<file path="src/rtl/bpu_pkg.sv">
// rtl/bpu_pkg.sv - shared types and constants for the gshare branch prediction unit
package bpu_pkg;

    typedef enum logic {
        BTB_COND = 1'b0,
        BTB_JUMP = 1'b1
    } btb_type_e;

    localparam logic [1:0] CNT_SNT = 2'd0;
    localparam logic [1:0] CNT_WNT = 2'd1;
    localparam logic [1:0] CNT_WT  = 2'd2;
    localparam logic [1:0] CNT_ST  = 2'd3;

    localparam int BPU_XLEN  = 32;
    localparam int BPU_TAG_W = 8;

    typedef struct packed {
        logic                 valid;
        logic [BPU_TAG_W-1:0] tag;
        logic [BPU_XLEN-1:0]  target;
        btb_type_e            btype;
    } btb_entry_t;

    function automatic logic [1:0] cnt_update(input logic [1:0] cnt, input logic taken);
        if (taken)
            return (cnt == CNT_ST) ? CNT_ST : cnt + 2'd1;
        else
            return (cnt == CNT_SNT) ? CNT_SNT : cnt - 2'd1;
    endfunction

endpackage

</file>
<file path="src/rtl/bpu_btb.sv">
// rtl/bpu_btb.sv - direct-mapped tagged BTB, combinational lookup, single write port
module bpu_btb
    import bpu_pkg::*;
#(
    parameter int XLEN  = 32,
    parameter int IDX_W = 4,
    parameter int TAG_W = 8
) (
    input  logic            clk,
    input  logic            rst,
    input  logic [XLEN-1:0] rd_pc,
    output logic            rd_hit,
    output logic [XLEN-1:0] rd_target,
    output btb_type_e       rd_type,
    input  logic            wr_en,
    input  logic [XLEN-1:0] wr_pc,
    input  logic [XLEN-1:0] wr_target,
    input  btb_type_e       wr_type
);

    localparam int ENTRIES = 1 << IDX_W;

    logic [ENTRIES-1:0] valid_q;
    logic [TAG_W-1:0]   tag_q    [ENTRIES];
    logic [XLEN-1:0]    target_q [ENTRIES];
    btb_type_e          type_q   [ENTRIES];

    logic [IDX_W-1:0] rd_idx;
    logic [IDX_W-1:0] wr_idx;
    logic [TAG_W-1:0] rd_tag;
    logic [TAG_W-1:0] wr_tag;

    assign rd_idx = rd_pc[IDX_W+1:2];
    assign rd_tag = rd_pc[IDX_W+2 +: TAG_W];
    assign wr_idx = wr_pc[IDX_W+1:2];
    assign wr_tag = wr_pc[IDX_W+2 +: TAG_W];

    // Reads see pre-write contents; a same-cycle write lands at the edge.
    assign rd_hit    = valid_q[rd_idx] && (tag_q[rd_idx] == rd_tag);
    assign rd_target = target_q[rd_idx];
    assign rd_type   = type_q[rd_idx];

    always_ff @(posedge clk or negedge rst) begin
        if (!rst)
            valid_q <= '0;
        else if (wr_en)
            valid_q[wr_idx] <= 1'b1;
    end

    // Payload needs no reset: valid gates every use of it.
    always_ff @(posedge clk) begin
        if (wr_en) begin
            tag_q[wr_idx]    <= wr_tag;
            target_q[wr_idx] <= wr_target;
            type_q[wr_idx]   <= wr_type;
        end
    end

    logic unused_pc_bits;
    assign unused_pc_bits = &{1'b0, rd_pc[1:0], rd_pc[XLEN-1:IDX_W+2+TAG_W],
                              wr_pc[1:0], wr_pc[XLEN-1:IDX_W+2+TAG_W]};

endmodule

</file>
<file path="src/rtl/gshare_bpu.sv">
// rtl/gshare_bpu.sv - gshare predictor with BTB, speculative GHR recovery and stats
module gshare_bpu
    import bpu_pkg::*;
#(
    parameter int XLEN      = 32,
    parameter int GHR_W     = 8,
    parameter int BTB_IDX_W = 4,
    parameter int TAG_W     = 8,
    parameter int STAT_W    = 32
) (
    input  logic              clk,
    input  logic              rst,
    input  logic              f_valid,
    input  logic [XLEN-1:0]   f_pc,
    output logic              pred_taken,
    output logic [XLEN-1:0]   pred_target,
    output logic [GHR_W-1:0]  pred_ghr,
    input  logic              u_valid,
    input  logic [XLEN-1:0]   u_pc,
    input  logic              u_is_cond,
    input  logic              u_is_jump,
    input  logic              u_taken,
    input  logic [XLEN-1:0]   u_target,
    input  logic              u_pred_taken,
    input  logic [XLEN-1:0]   u_pred_target,
    input  logic [GHR_W-1:0]  u_ghr,
    output logic              mispredict,
    output logic [XLEN-1:0]   redirect_pc,
    output logic [STAT_W-1:0] stat_branches,
    output logic [STAT_W-1:0] stat_mispred
);

    localparam int PHT_N = 1 << GHR_W;

    logic [GHR_W-1:0] ghr_q;
    logic [GHR_W-1:0] ghr_d;
    logic [1:0]       pht_q [PHT_N];

    logic             btb_hit;
    logic [XLEN-1:0]  btb_target;
    btb_type_e        btb_type;
    logic [GHR_W-1:0] f_pidx;
    logic [GHR_W-1:0] u_pidx;
    logic             spec_shift;

    bpu_btb #(
        .XLEN  (XLEN),
        .IDX_W (BTB_IDX_W),
        .TAG_W (TAG_W)
    ) u_btb (
        .clk       (clk),
        .rst       (rst),
        .rd_pc     (f_pc),
        .rd_hit    (btb_hit),
        .rd_target (btb_target),
        .rd_type   (btb_type),
        .wr_en     (u_valid && u_taken),
        .wr_pc     (u_pc),
        .wr_target (u_target),
        .wr_type   (u_is_jump ? BTB_JUMP : BTB_COND)
    );

    assign f_pidx = f_pc[GHR_W+1:2] ^ ghr_q;
    assign u_pidx = u_pc[GHR_W+1:2] ^ u_ghr;

    assign pred_taken  = f_valid && btb_hit && ((btb_type == BTB_JUMP) || pht_q[f_pidx][1]);
    assign pred_target = pred_taken ? btb_target : f_pc + XLEN'(4);
    assign pred_ghr    = ghr_q;
    assign spec_shift  = f_valid && btb_hit && (btb_type == BTB_COND);

    assign mispredict  = u_valid && ((u_pred_taken != u_taken) ||
                                     (u_taken && (u_pred_target != u_target)));
    assign redirect_pc = u_taken ? u_target : u_pc + XLEN'(4);

    // Resolution repairs history from the checkpoint and beats any speculative shift.
    always_comb begin
        ghr_d = ghr_q;
        if (mispredict && u_is_cond)
            ghr_d = {u_ghr[GHR_W-2:0], u_taken};
        else if (mispredict && u_is_jump)
            ghr_d = u_ghr;
        else if (spec_shift)
            ghr_d = {ghr_q[GHR_W-2:0], pred_taken};
    end

    always_ff @(posedge clk or negedge rst) begin
        if (!rst)
            ghr_q <= '0;
        else
            ghr_q <= ghr_d;
    end

    always_ff @(posedge clk or negedge rst) begin
        if (!rst) begin
            for (int i = 0; i < PHT_N; i++)
                pht_q[i] <= CNT_WNT;
        end else if (u_valid && u_is_cond) begin
            pht_q[u_pidx] <= cnt_update(pht_q[u_pidx], u_taken);
        end
    end

    always_ff @(posedge clk or negedge rst) begin
        if (!rst) begin
            stat_branches <= '0;
            stat_mispred  <= '0;
        end else begin
            if (u_valid && (stat_branches != '1))
                stat_branches <= stat_branches + STAT_W'(1);
            if (mispredict && (stat_mispred != '1))
                stat_mispred <= stat_mispred + STAT_W'(1);
        end
    end

endmodule
</file>
<file path="config.mk">
export PLATFORM = sky130hd
export DESIGN_NAME = gshare_bpu
export DESIGN_NICKNAME = d
export VERILOG_FILES = /design/src/rtl/bpu_pkg.sv /design/src/rtl/bpu_btb.sv /design/src/rtl/gshare_bpu.sv
export SDC_FILE = /design/constraint.sdc
export NUM_CORES = 2
export LEC_CHECK = 0
export BUFFER_PORTS_ARGS = -buffer_cell sky130_fd_sc_hd__buf_2
export CORE_MARGIN = 8
export CORE_UTILIZATION = 40
export CTS_CLUSTER_SIZE = 28
export DETAILED_ROUTE_END_ITERATION = 6
export HOLD_SLACK_MARGIN = 0.02
export SKIP_LAST_GASP = 1
export SLEW_MARGIN = 10
export SYNTH_ARGS = -nofsm -noshare
export SYNTH_HDL_FRONTEND = slang
export SYNTH_SLANG_ARGS = --single-unit
</file>
<file path="constraint.sdc">
create_clock -name clk -period 3.6 [get_ports clk]
set_input_delay 0.36 -clock clk [delete_from_list [all_inputs] [get_ports clk]]
set_output_delay 0.36 -clock clk [all_outputs]
set_load 0.005 [all_outputs]
</file>
# [Word level (Yosys, flattened, before mapping)]
# Memories as Yosys holds them, arrays and structs flattened.
# Index checks and enable logic that the tools add are counted.
[totals] output_inout_bits=138 mem_bits_rw=656 n_memories=3 input_bits=144 wordCells=330 register_bits=600
[classes] reduce_logical=18 eq_ne=6 muxes=25 bitwise_logic=6 add_sub_neg=6 magnitude_cmp=6
[mem_list] memory="u_btb.target_q" words=16 width=32 rd=1 rd_clocked_by_memory_dff=0 write_ports=1 line="bpu_btb.sv:25" rtl="logic [XLEN-1:0] target_q [ENTRIES];"
[mem_list] memory="u_btb.tag_q" words=16 width=8 rd=1 rd_clocked_by_memory_dff=0 write_ports=1 line="bpu_btb.sv:24" rtl="logic [TAG_W-1:0] tag_q [ENTRIES];"
[mem_list] memory="u_btb.type_q" words=16 width=1 rd=1 rd_clocked_by_memory_dff=0 write_ports=1 line="bpu_btb.sv:26" rtl="btb_type_e type_q [ENTRIES];"
[op_table] op="$bwmux W512" n=1
[op_table] op="$add A32 B1 Y32 const B" n=2
[op_table] op="$add A32 B3 Y32 const B" n=2
[op_table] op="$mux W32" n=2
[op_table] op="$ne A32 B32 Y1 const B" n=2
[op_table] op="$bmux W2 S8" n=2
[op_table] op="$ne A32 B32 Y1" n=1
[op_table] op="$mux W8" n=3
[op_table] op="$ge A9 B9 Y1 const B" n=2
[op_table] op="$mux W2" n=9
[op_table] op="$not A8 Y9" n=2
[op_table] op="$demux W2 S8" n=1
[op_table] op="$or A16 B16 Y16" n=1
[op_table] op="$xor A8 B8 Y8" n=2
[op_table] op="$logic_and A1 B1 Y1" n=14
[op_table] op="$lt A4 B5 Y1 const B" n=2
[op_table] op="$lt A9 B1 Y1 const B" n=1
[op_table] op="$eq A8 B8 Y1" n=1
[op_table] op="$mux W1" n=5
[op_table] op="$bmux W1 S4" n=1
[op_table] op="$demux W1 S4" n=1
[op_table] op="$ge A4 B1 Y1 const B" n=1
[op_table] op="$reduce_bool A3 Y1" n=1
[op_table] op="$add A2 B1 Y2 const B" n=1
[op_table] op="other kinds (6)" n=7

# [Depth between registers and ports, before layout]
[logic_depth] word_depth=10 ltp_mapped=14 depth_no_buf=10

# [Modules after synthesis]
# A second synthesis with hierarchy kept.
[hier_totals] hier_cells=4115 hier_area_um2=59193.0
[modules_own_cells] mod="gshare_bpu" instances=1 cells_each=3101 area_each_um2=33707.3 seq_area_each_um2=14934.3
[modules_own_cells] mod="bpu_btb" instances=1 cells_each=1014 area_each_um2=25485.7 seq_area_each_um2=20099.3

# [Worst setup path after synthesis]
# OpenSTA, ideal clock, no wires.
[synth_path] path_type="input -> register" from="in u_pc[4]" to="mem u_btb.tag_q[3][0] (enable)" path_slack_ns=-0.483 stages=3 setup_ns=0.492 n_path_buf=1 t_arrival_ns=3.591 required_time_ns=3.108 path_cell_list="buf_2 nand2b_1 nor3_1"
[synth_lines] item="start, declared" line="gshare_bpu.sv:19" rtl="input logic [XLEN-1:0] u_pc,"
[synth_lines] item="end, declared" line="bpu_btb.sv:24"
# Straight into the memory's write port.

# [Worst setup path in the final report]
[layout_path] from="reg ghr_q[0] (netlist: pred_ghr[0])" to="out pred_target[19]"
[layout_via] elab_chain_len=8
[layout_rtl] item="start, declared" line="gshare_bpu.sv:35" rtl="logic [GHR_W-1:0] ghr_q;"
[layout_rtl] item="start signal, assigned" line="gshare_bpu.sv:90" rtl="ghr_q <= ghr_d;"
[layout_rtl] item="$xor A8 B8 Y8" line="gshare_bpu.sv:63" rtl="assign f_pidx = f_pc[GHR_W+1:2] ^ ghr_q;"
[layout_rtl] item="$not A8 Y9 (implied by the code)" line="gshare_bpu.sv:66" rtl="assign pred_taken = f_valid && btb_hit && ((btb_type == BTB_JUMP) || pht_q[f_pidx][1]);"
[layout_rtl] item="$bmux W2 S8" line="gshare_bpu.sv:66"
[layout_rtl] item="$mux W2 (implied by the code) (2 in a row)" line="gshare_bpu.sv:66"
[layout_rtl] item="$logic_or A1 B1 Y1" line="gshare_bpu.sv:66"
[layout_rtl] item="$logic_and A1 B1 Y1" line="gshare_bpu.sv:66"
[layout_rtl] item="$mux W32" line="gshare_bpu.sv:67" rtl="assign pred_target = pred_taken ? btb_target : f_pc + XLEN'(4);"
[layout_rtl] item="end, declared" line="gshare_bpu.sv:16" rtl="output logic [XLEN-1:0] pred_target,"
# No other way between the ends. The select of a mux whose other input is x is not followed.

==> impl_metrics.tcl <==
set metrics [dict create \
    layout-drive-gt1-share_pct 37.73 \
    grt_use_met3_pct 4.558 \
    fmax_ghz 0.2171 \
    ant_nets 0 \
    grt_pass1_vias 36806 \
    place.gp.congestion 0.8553 \
    clkPwrFrac_pct 41.8 \
    setup_ws_ns -1.006 \
    drc 0 \
    power_frac_comb_pct 12.4 \
    grt_pass1_wl_um 249600 \
    clock-sinks 1256 \
    ys_ff_latch 1256 \
    status "finished, violations left" \
    via_count 36441 \
    endpoint_kind "primary output" \
    nets 4677 \
    hp-start "u_target[14]" \
    hold_path_class "input port to flip-flop" \
    die_area_um2 155000 \
    slew_headroom_pct 52.97 \
    die_x_um 393.7 \
    fin_crit_ns 4.606 \
    p_seq_share_pct 45.8 \
    drt_first_pass_iters 6 \
    io_buffers 281 \
    worst_ep_required_time_ns 3.24 \
    rsz0062_at_grt "yes" \
    intPower_mw 26.13 \
    synth_ff_type "edfxtp_1" \
    final_common_cell "nand2_1" \
    reg2reg_from "pred_ghr[0]$_DFFE_PN0P_" \
    path_buf_inv 5 \
    cp_max_fo 33 \
    htree_levels 4 \
    cts_buffer_depth 3 \
    die_h_um 393.7 \
    failed_checks "negative setup slack" \
    finalCritPeriodShare_pct 127.9 \
    drv_cap 0 \
    netlist_area_um2 57060 \
    finClkSkew_ns 0.04422 \
    async_reset_ff_share_pct 47.77 \
    clk_latency_ns 0.78 \
    synthCells 3943 \
    crit_start "pred_ghr[0]$_DFFE_PN0P_" \
    gr-usage-met2_pct 33.83 \
    ir_drop_mv 0.3642 \
    syn_avg_cell_area_um2 14.47 \
    ys_seq_area_share_pct 61.40 \
    hpwl_um 111300 \
    grt_max_degree 111 \
    areaGrowthSynthToFinish_pct 20.26 \
    final_cell_mix "nand2_1, edfxtp_1, mux4_2" \
    power_switching_mw 8.768 \
    top_usage_layer "met2" \
    io_pins 282 \
    slowest_delay_ns 0.50 \
    row_count 138 \
    slew_violations 0 \
    p_per_area_nw_per_um2 508.5 \
    tightest_slew_ns 0.7004 \
    wl_per_cell_um 25.69 \
    slowest_stage "mux4_2" \
    clock_tree.root_cell "clkbuf_16" \
    swShare_pct 25.13 \
    grt_overflow_total 0 \
    synth_cell_types 60 \
    via_per_inst 5.577 \
    worstPathCellList "xnor2_2, buf_12, bufbuf_16, buf_6, mux4_2, mux2i_1, mux4_2, nand2_1, a211o_1, o41ai_4, nor3_4, buf_12, mux2_2, buf_2" \
    setup_viol 33 \
    synth_edf_count 656 \
    start_util_pct 40.30 \
    arrival_ns 4.25 \
    numCtsBuffers 139 \
    totalWireLength_um 167900 \
    yosys_warnings 0 \
    synthesis.nets 4094 \
    critical_path_class "flip-flop to primary output" \
    crit_family "multiplexers" \
    drtIter0Drc 3496 \
    cts.clk_slew.worst_paths_ns 0.06 \
    cts_tree "yes" \
    power_leakage_nw 25.38 \
    place_ws_ns -0.4821 \
    final_util_pct 48.47 \
    use_met1_pct 29.72 \
    finalHoldViolCount 0 \
    start_kind "flip-flop" \
    num-fill-cells 12119 \
    coreArea_um2 141600 \
    antenna_found_initial 8 \
    grt_use_total_pct 21.26 \
]
## routing by layer
metal | vias up | share of wire [%]
li1 | 15981 | -
met1 | 18914 | 43
met2 | 1305 | 47
met3 | 237 | 7.2
met4 | 4 | 2.4
met5 | - | 0.015
## through the flow
step | area, µm² | std cells | hold slack [ns] | TNS [ns] | total power, mW
CTS | 68610 | 6531 | 0.02272 | -33.07 | 35.21
finish | 68620 | 6534 | 0.09209 | -31.66 | 34.89
detailed placement | 63380 | 6234 | 0.3553 | -195.10 | 20.49
global route | 68620 | 6533 | 0.06358 | -37.31 | 36.07
floorplan | 57080 | 3943 | 0.06441 | -0.7538 | 18.36
global placement | 63380 | 6234 | 0.3563 | -189.75 | 20.45
## final timing paths
| check | endpoint | slack, ns | cells past startpoint |
|---|---|---|---|
| max | pred_target[19] | -1.01 | 14 |
| min | u_btb.target_q[1][14]$_DFFE_PP_ | 0.09 | 2 |
| max reg2reg | pred_ghr[0]$_DFFE_PN0P_ | 0.20 | 13 |
| min reg2reg | pht_q[60]$_DFFE_PN1P_ | 0.46 | 2 |
| max in group asynchronous | pht_q[267]$_DFFE_PN0P_ | 2.40 | 3 |
| min in group asynchronous | pht_q[497]$_DFFE_PN0P_ | 0.13 | 2 |
## layout make-up
class	count	area, µm²	area share, %
inverters	14	52.55	0.07658
well taps	1890	2365	3.446
diodes	3	7.507	0.01094
multi-input cells	2464	21200	30.89
flip-flops and latches	1256	35030	51.05
clock buffers	186	3796	5.532
clock inverters	70	928.4	1.353
repair buffers	651	5244	7.642
## cells in the mapped netlist, types with 3 or more instances
library cell	instances	share of area, %
mux2i_1	63	1.1
nand3_1	60	0.53
buf_6	4	0.079
nor4_1	8	0.088
a22oi_1	16	0.21
and2_1	17	0.19
mux2_2	152	3.0
o21ai_0	308	2.7
mux4_1	14	0.64
xor2_1	82	1.3
buf_4	14	0.18
dfstp_2	256	12
o41ai_1	3	0.046
nand2b_1	4	0.044
or3_1	3	0.033
buf_2	55	0.48
mux4_2	390	15
buf_1	21	0.14
inv_1	14	0.092
a21oi_1	7	0.061
nor2_1	89	0.59
o21ai_1	69	0.61
dfrtp_1	344	15
clkbuf_1	106	0.70
buf_12	7	0.25
nand4_1	27	0.30
and3_1	28	0.31
or2_2	18	0.20
ha_1	7	0.15
nand2_1	863	5.7
xnor2_1	103	1.6
nor3_1	23	0.20
a41oi_1	21	0.32
edfxtp_1	656	35
o21ai_2	61	0.94
## state kept, by name, summed over array words and instances (netlist names)
register / cells
pht_q: 512
pred_ghr: 8
stat_branches: 32
stat_mispred: 32
u_btb.tag_q: 128
u_btb.target_q: 512
u_btb.type_q: 16
u_btb.valid_q: 16
## logic make-up after synthesis
group | after synthesis | synth area share [%]
xor+xnor | 186 | 2.868
fa+ha+maj | 9 | 0.1973
buf+inv | 223 | 1.971
mux | 619 | 20.14
flops | 1256 | 61.40
simple gates | 1152 | 8.313
compound gates | 498 | 5.109
## power groups by stage
stage | clock, mW | sequential [mW] | combinational, mW
2_1_floorplan | 0 | 16.2 | 2.19
3_3_place_gp | 0 | 16.2 | 4.22
3_5_place_dp | 0 | 16.2 | 4.24
4_1_cts | 14.9 | 16.0 | 4.35
5_1_grt | 15.4 | 16.0 | 4.60
6_report | 14.6 | 16.0 | 4.33
## what timing repair did
item	in CTS	in global routing
cloned	1	0
hold buffers	39	0
hold endpoints to repair	548	0
setup buffers	1	0
gates resized for setup	13	1
setup endpoints to repair	34	34
Note: power is estimated with default switching activity, not from simulation.
